`src/rtl/sdft_scheduler.sv`:
```
// Arbitrates one shared sDFT engine between sample updates and bin readouts; samples pre-empt reads between bins.
// sdft_start follows the sample strobe by one cycle when idle, a bin costs 5 cycles; sdft_ready gates every command, a full buffer drops and flags overrun.
module sdft_scheduler #(
    parameter int  freq_bins  = 320,
    parameter int  data_width = 8,
    parameter int  freq_w     = 20,
    parameter int  mag_shift  = 4,
    localparam int bin_addr_w = $clog2(freq_bins)
) (
    input  logic                     clk,
    input  logic                     reset_n,
    input  logic [data_width-1:0]    sample_in,
    input  logic                     sample_valid,
    input  logic                     line_req,
    output logic [data_width-1:0]    sdft_sample,
    output logic                     sdft_start,
    output logic                     sdft_read,
    output logic [bin_addr_w-1:0]    sdft_bin_addr,
    input  logic                     sdft_ready,
    input  logic signed [freq_w-1:0] sdft_real,
    input  logic signed [freq_w-1:0] sdft_imag,
    output logic                     bin_valid,
    output logic [bin_addr_w-1:0]    bin_index,
    output logic [7:0]               bin_mag,
    output logic                     line_done,
    output logic                     busy,
    output logic                     overrun
);

    typedef enum logic [2:0] {IDLE, START, WAIT_S, READ, WAIT_R, EMIT} state_t;

    state_t                  state, state_nxt;
    logic [data_width-1:0]   sample_buf;
    logic [data_width-1:0]   sample_hold;
    logic                    pending;
    logic                    first_q;
    logic [bin_addr_w-1:0]   rd_ptr;
    logic [7:0]              mag_q;
    logic                    last_bin;

    logic [freq_w-1:0]       abs_re, abs_im;
    logic [freq_w:0]         mag_sum, mag_shr;
    logic [7:0]              mag_sat;

    assign last_bin = (rd_ptr == bin_addr_w'(freq_bins - 1));

    // The unsigned reinterpretation of the negated value gives 2^(freq_w-1) for the most negative input.
    always_comb begin
        abs_re  = sdft_real[freq_w-1] ? $unsigned(-sdft_real) : $unsigned(sdft_real);
        abs_im  = sdft_imag[freq_w-1] ? $unsigned(-sdft_imag) : $unsigned(sdft_imag);
        mag_sum = {1'b0, abs_re} + {1'b0, abs_im};
        mag_shr = mag_sum >> mag_shift;
        mag_sat = (mag_shr > (freq_w + 1)'(255)) ? 8'hFF : mag_shr[7:0];
    end

    always_ff @(posedge clk or negedge reset_n) begin
        if (!reset_n) begin
            state <= IDLE;
        end else begin
            state <= state_nxt;
        end
    end

    always_comb begin
        state_nxt = state;
        case (state)
            IDLE: begin
                if (sdft_ready && pending) begin
                    state_nxt = START;
                end else if (sdft_ready && busy) begin
                    state_nxt = READ;
                end
            end
            START:   state_nxt = WAIT_S;
            WAIT_S:  if (!first_q && sdft_ready) state_nxt = IDLE;
            READ:    state_nxt = WAIT_R;
            WAIT_R:  if (!first_q && sdft_ready) state_nxt = EMIT;
            EMIT:    state_nxt = IDLE;
            default: state_nxt = IDLE;
        endcase
    end

    always_comb begin
        sdft_start    = 1'b0;
        sdft_read     = 1'b0;
        bin_valid     = 1'b0;
        bin_index     = '0;
        bin_mag       = '0;
        line_done     = 1'b0;
        sdft_bin_addr = rd_ptr;
        sdft_sample   = sample_hold;
        case (state)
            START: sdft_start = 1'b1;
            READ:  sdft_read  = 1'b1;
            EMIT: begin
                bin_valid = 1'b1;
                bin_index = rd_ptr;
                bin_mag   = mag_q;
                line_done = last_bin;
            end
            default: ;
        endcase
    end

    always_ff @(posedge clk or negedge reset_n) begin
        if (!reset_n) begin
            sample_buf  <= '0;
            sample_hold <= '0;
            pending     <= 1'b0;
            overrun     <= 1'b0;
            first_q     <= 1'b0;
            rd_ptr      <= '0;
            busy        <= 1'b0;
            mag_q       <= '0;
        end else begin
            first_q <= (state == START) || (state == READ);

            // START frees the buffer this cycle, so a strobe landing here is not an overrun.
            if (sample_valid) begin
                if (!pending || state == START) begin
                    sample_buf <= sample_in;
                    pending    <= 1'b1;
                end else begin
                    overrun    <= 1'b1;
                end
            end else if (state == START) begin
                pending <= 1'b0;
            end

            if (state == IDLE && state_nxt == START) begin
                sample_hold <= sample_buf;
            end

            if (state == WAIT_R && state_nxt == EMIT) begin
                mag_q <= mag_sat;
            end

            if (state == EMIT) begin
                if (last_bin) begin
                    rd_ptr <= '0;
                    busy   <= 1'b0;
                end else begin
                    rd_ptr <= rd_ptr + 1'b1;
                end
            end else if (line_req && !busy) begin
                busy   <= 1'b1;
                rd_ptr <= '0;
            end
        end
    end

endmodule

```
`config.mk`:
```
export PLATFORM = sky130hd
export DESIGN_NAME = sdft_scheduler
export DESIGN_NICKNAME = d
export VERILOG_FILES = /design/src/rtl/sdft_scheduler.sv
export SDC_FILE = /design/constraint.sdc
export NUM_CORES = 1
export LEC_CHECK = 0
export CAP_MARGIN = 10
export CORE_MARGIN = 8
export CORE_UTILIZATION = 35
export DETAILED_ROUTE_END_ITERATION = 6
export PLACE_DENSITY_LB_ADDON = 0.12
export SYNTH_ARGS = -nofsm -noshare
export SYNTH_HDL_FRONTEND = slang
export SYNTH_SLANG_ARGS = --single-unit
```
`constraint.sdc`:
```
create_clock -name clk -period 5.09 [get_ports clk]
set_input_delay 1.018 -clock clk [delete_from_list [all_inputs] [get_ports clk]]
set_output_delay 1.018 -clock clk [all_outputs]
set_load 0.005 [all_outputs]
```
==> key figures <==
Power and ir drop
  – Sw power: 0.588 mW
  – Int Pwr: 1.02 mW
  – Total power: 1.61 mW
  – Switching Share: 0.366
  – Combinational share of power: 0.505
  – Sequential share of power: 0.363
  – Power Dens Cells: 341 nW/um2
  – Clock network power share: 0.132
  – Peak supply drop: 0.128 mV
  – Leak: 1.85 nW

Floorplanning
  – Starting Density: 0.354
  – Die area: 13,700 um2
  – Row count: 37
  – Die height: 117 um
  – Die X: 117 um
  – CORE AREA: 10,100 um2
  – Ports: 93

Global route
  – Met2 usage: 0.245
  – GRT Total Usage: 0.142
  – GR Util met1: 0.176
  – Vias in the first global route: 3,436
  – Gr busiest metal: met2
  – First-pass GRT wire length: 16,000 um
  – Largest net degree at the start of global routing: 41
  – Initial antenna violation count: 0
  – M3 GR Usage: 0.0262
  – Grt total ovfl: 0

Place
  – DP Cell Count: 639
  – Final GP Congestion: 0.823
  – Hpwl dp: 7610 um
  – IO buf count: 92

Logic synthesis
  – Most used DFF post-synth: dfrtp_1
  – EDFF count, synth: 0
  – Post-synthesis sequential area ratio: 0.280
  – Synth Instances: 420
  – Mapped cell area: 3570 um2
  – Yosys warns: 0
  – #FFs+latches synth: 40
  – Synth Net Count: 495
  – Synthesized area per cell: 8.50 um2
  – Ys async rst share: 1.00
  – Cell variety after synth: 61

Run
  – Max-Cap Viols: 0

Setup path
  – Reg2reg start: sdft_bin_addr[0]
  – Crit Path Class: primary input to flip-flop
  – Crit-path cells: clkdlybuf4s50_1 > nor3_1 > nand3_1 > or3_1 > o41ai_1 > xnor2_1 > ha_1 > a21oi_1 > o21a_1 > nand2_1 > o21ai_0 > o21bai_1 > xor2_1 > nor4_4 > buf_4 > a21oi_1
  – Crit-path leading delay family: compound AO/OA/AOI/OAI gates
  – Critical path startpoint: sdft_real[2]
  – CP max stage delay: 480 ps
  – CP Buf/Inv Count: 2
  – Reg2Reg Setup Slack: 2710 ps
  – Crit path max fanout: 8
  – Worst Setup End Kind: flip-flop
  – Startpoint Class: primary input
  – CP most frequent cell: a21oi_1
  – FF-to-FF End: sdft_bin_addr[5]
  – Worst path slowest cell: clkdlybuf4s50_1
  – CP required: 5260 ps
  – Arr. time, crit path: 4940 ps
  – Worst r2r path cells: 8

Timing
  – Fin crit period: 4780 ps
  – Max Fclk: 209 MHz
  – RSZ-0062 raised after global routing: no
  – Final setup TNS: 0 ps
  – Worst Skew: 9.37 ps
  – Final worst path period share: 0.939
  – Least-Margin Pin Slew: 868 ps
  – Final setup viols: 0
  – Slew Viols, Final: 0
  – Final hold vios: 0
  – Rel. slew slack: 0.421

Clock network
  – Hold_buf cts: 0
  – Clk_lat worst skew: 290 ps
  – CTS resizes: 0
  – Htree depth: 2
  – Root Driver: clkbuf_8
  – TritonCTS clock tree: yes
  – # Post-CTS Setup Buffers: 0
  – Clock sinks: 40
  – Number of buffers created by CTS: 5
  – Worst-path clk slew: 70 ps
  – CTS max path bufs: 2

Hold path
  – Hold Path Depth: 1
  – Hold Path Class: flip-flop to flip-flop
  – Min-delay src: overrun
  – Hold endpoint: overrun

Detailed routing
  – Routed WL: 9200 um
  – DR WL/cell: 14.2 um
  – Via count: 3,335
  – Initial DRT Pass Iterations: 6
  – DR iter-0 viols: 152
  – DR vias/cell: 5.15
  – Post-route ant nets: 0
  – Drc violations: 0

Final layout
  – Area Overhead vs Synth: 32.0%
  – Layout cell share with drive strength beyond 1: 0.0920
  – Layout Nets: 585
  – Post-route insts no fill: 647
  – ANT cells: 0

Run status
  – Status: complete, no violations
-- how the worst max path moves through the flow --
stage / to / slack (ps) / depth (start not counted)
6_report: mag_q[7] / 310 / 16
5_1_grt: mag_q[0] / 20 / 16
4_1_cts: mag_q[7] / 320 / 16
3_5_place_dp: mag_q[7] / 30 / 16
3_3_place_gp: mag_q[7] / 40 / 16
2_1_floorplan: mag_q[7] / 800 / 17
-- cell usage in the layout (no fill, tap or decap), types with 3 or more instances in the layout --
master	count
clkdlybuf4s50_1	91
nand2_1	47
xnor2_1	42
dfrtp_1	40
o21ai_0	32
a21oi_1	26
nor2_1	24
ha_1	22
and2_1	18
mux2_2	17
inv_1	13
o31ai_1	10
nand3_1	10
nand2b_1	9
or3_1	8
nor3_1	6
nand4_1	6
clkbuf_8	6
a21o_1	5
buf_4	5
nand3b_1	4
or2_2	4
o41ai_1	4
o211ai_1	4
o21a_1	4
o21ai_1	3
and3_1	3
xor2_1	3
a31oi_1	3
-- power groups by stage --
| stage | logic, mW | registers, mW | clock network, mW |
|---|---|---|---|
| after floorplan | 0.503 | 0.563 | 0 |
| after global placement | 0.807 | 0.580 | 0 |
| after detailed placement | 0.818 | 0.590 | 0 |
| after CTS | 0.823 | 0.584 | 0.223 |
| after global routing | 0.905 | 0.612 | 0.236 |
| final | 0.811 | 0.583 | 0.212 |
-- stage by stage --
| stage | hold WS, ps | worst slack (ps) | util | cell area, um2 |
|---|---|---|---|---|
| finish | 477 | 312 | 0.467 | 4710 |
| global placement | 461 | 44.8 | 0.458 | 4620 |
| floorplan | 468 | 804 | - | 3570 |
| CTS | 482 | 317 | 0.467 | 4710 |
| global route | 523 | 22.4 | 0.467 | 4710 |
| detailed placement | 465 | 29.5 | 0.458 | 4620 |
-- layout make-up --
type	instances	area (um2)
fillers	1041	5380
multi-input cells	352	2440
flip-flops and latches	40	1000
repair buffers	97	953
well taps	136	170
clock buffers	6	82.6
inverters	14	52.6
clock inverters	2	10.0
-- worst reg2reg max path, delay by kind of cell (launching register included) --
family | cells | cell delay (ps)
AO/OA/AOI/OAI | 2 | 200
adder cells (fa/ha/maj) | 1 | 210
flip-flops | 1 | 420
AND/OR/NAND/NOR | 5 | 1420
-- logic make-up after synthesis --
| kind of cell | after synthesis | synth area share |
|---|---|---|
| multiplexers | 19 | 0.0592 |
| flip-flops | 40 | 0.280 |
| AO/OA/AOI/OAI | 112 | 0.208 |
| adder cells (fa/ha/maj) | 22 | 0.0771 |
| buffers and inverters | 28 | 0.0357 |
| XOR/XNOR | 45 | 0.110 |
| AND/OR/NAND/NOR | 154 | 0.230 |
-- state kept, by name, indices dropped and copies added (netlist names) --
signal         cells
sample_buf         8
pending            1
sdft_bin_addr      9
state              3
busy               1
first_q            1
overrun            1
sdft_sample        8
mag_q              8
-- synth_stat cells (3+ instances only) --
cell type / number / area share
or2_2: 4 / 0.0070
clkbuf_1: 7 / 0.0074
o31ai_1: 10 / 0.021
o41ai_1: 4 / 0.0098
a21o_1: 5 / 0.011
nand4_1: 6 / 0.011
nor2_1: 24 / 0.025
nand3b_1: 4 / 0.0084
o21a_1: 4 / 0.0084
o211ai_1: 4 / 0.0084
nor3_1: 6 / 0.0084
nand3_1: 10 / 0.014
o21ai_0: 32 / 0.045
xnor2_1: 42 / 0.10
o21ai_1: 3 / 0.0042
nand2b_1: 9 / 0.016
and2_1: 18 / 0.032
dfrtp_1: 40 / 0.28
and3_1: 3 / 0.0053
ha_1: 22 / 0.077
nand2_1: 47 / 0.049
mux2_2: 17 / 0.054
buf_4: 3 / 0.0063
xor2_1: 3 / 0.0074
or3_1: 8 / 0.014
a31oi_1: 3 / 0.0053
inv_1: 13 / 0.014
a21oi_1: 26 / 0.036
-- per-layer routing --
layer	up-vias	wire length (um)
met4	0	101
li1	1698	-
met2	99	4250
met5	-	0
met3	6	612
met1	1532	4230
(Power assumes the default switching activity.)
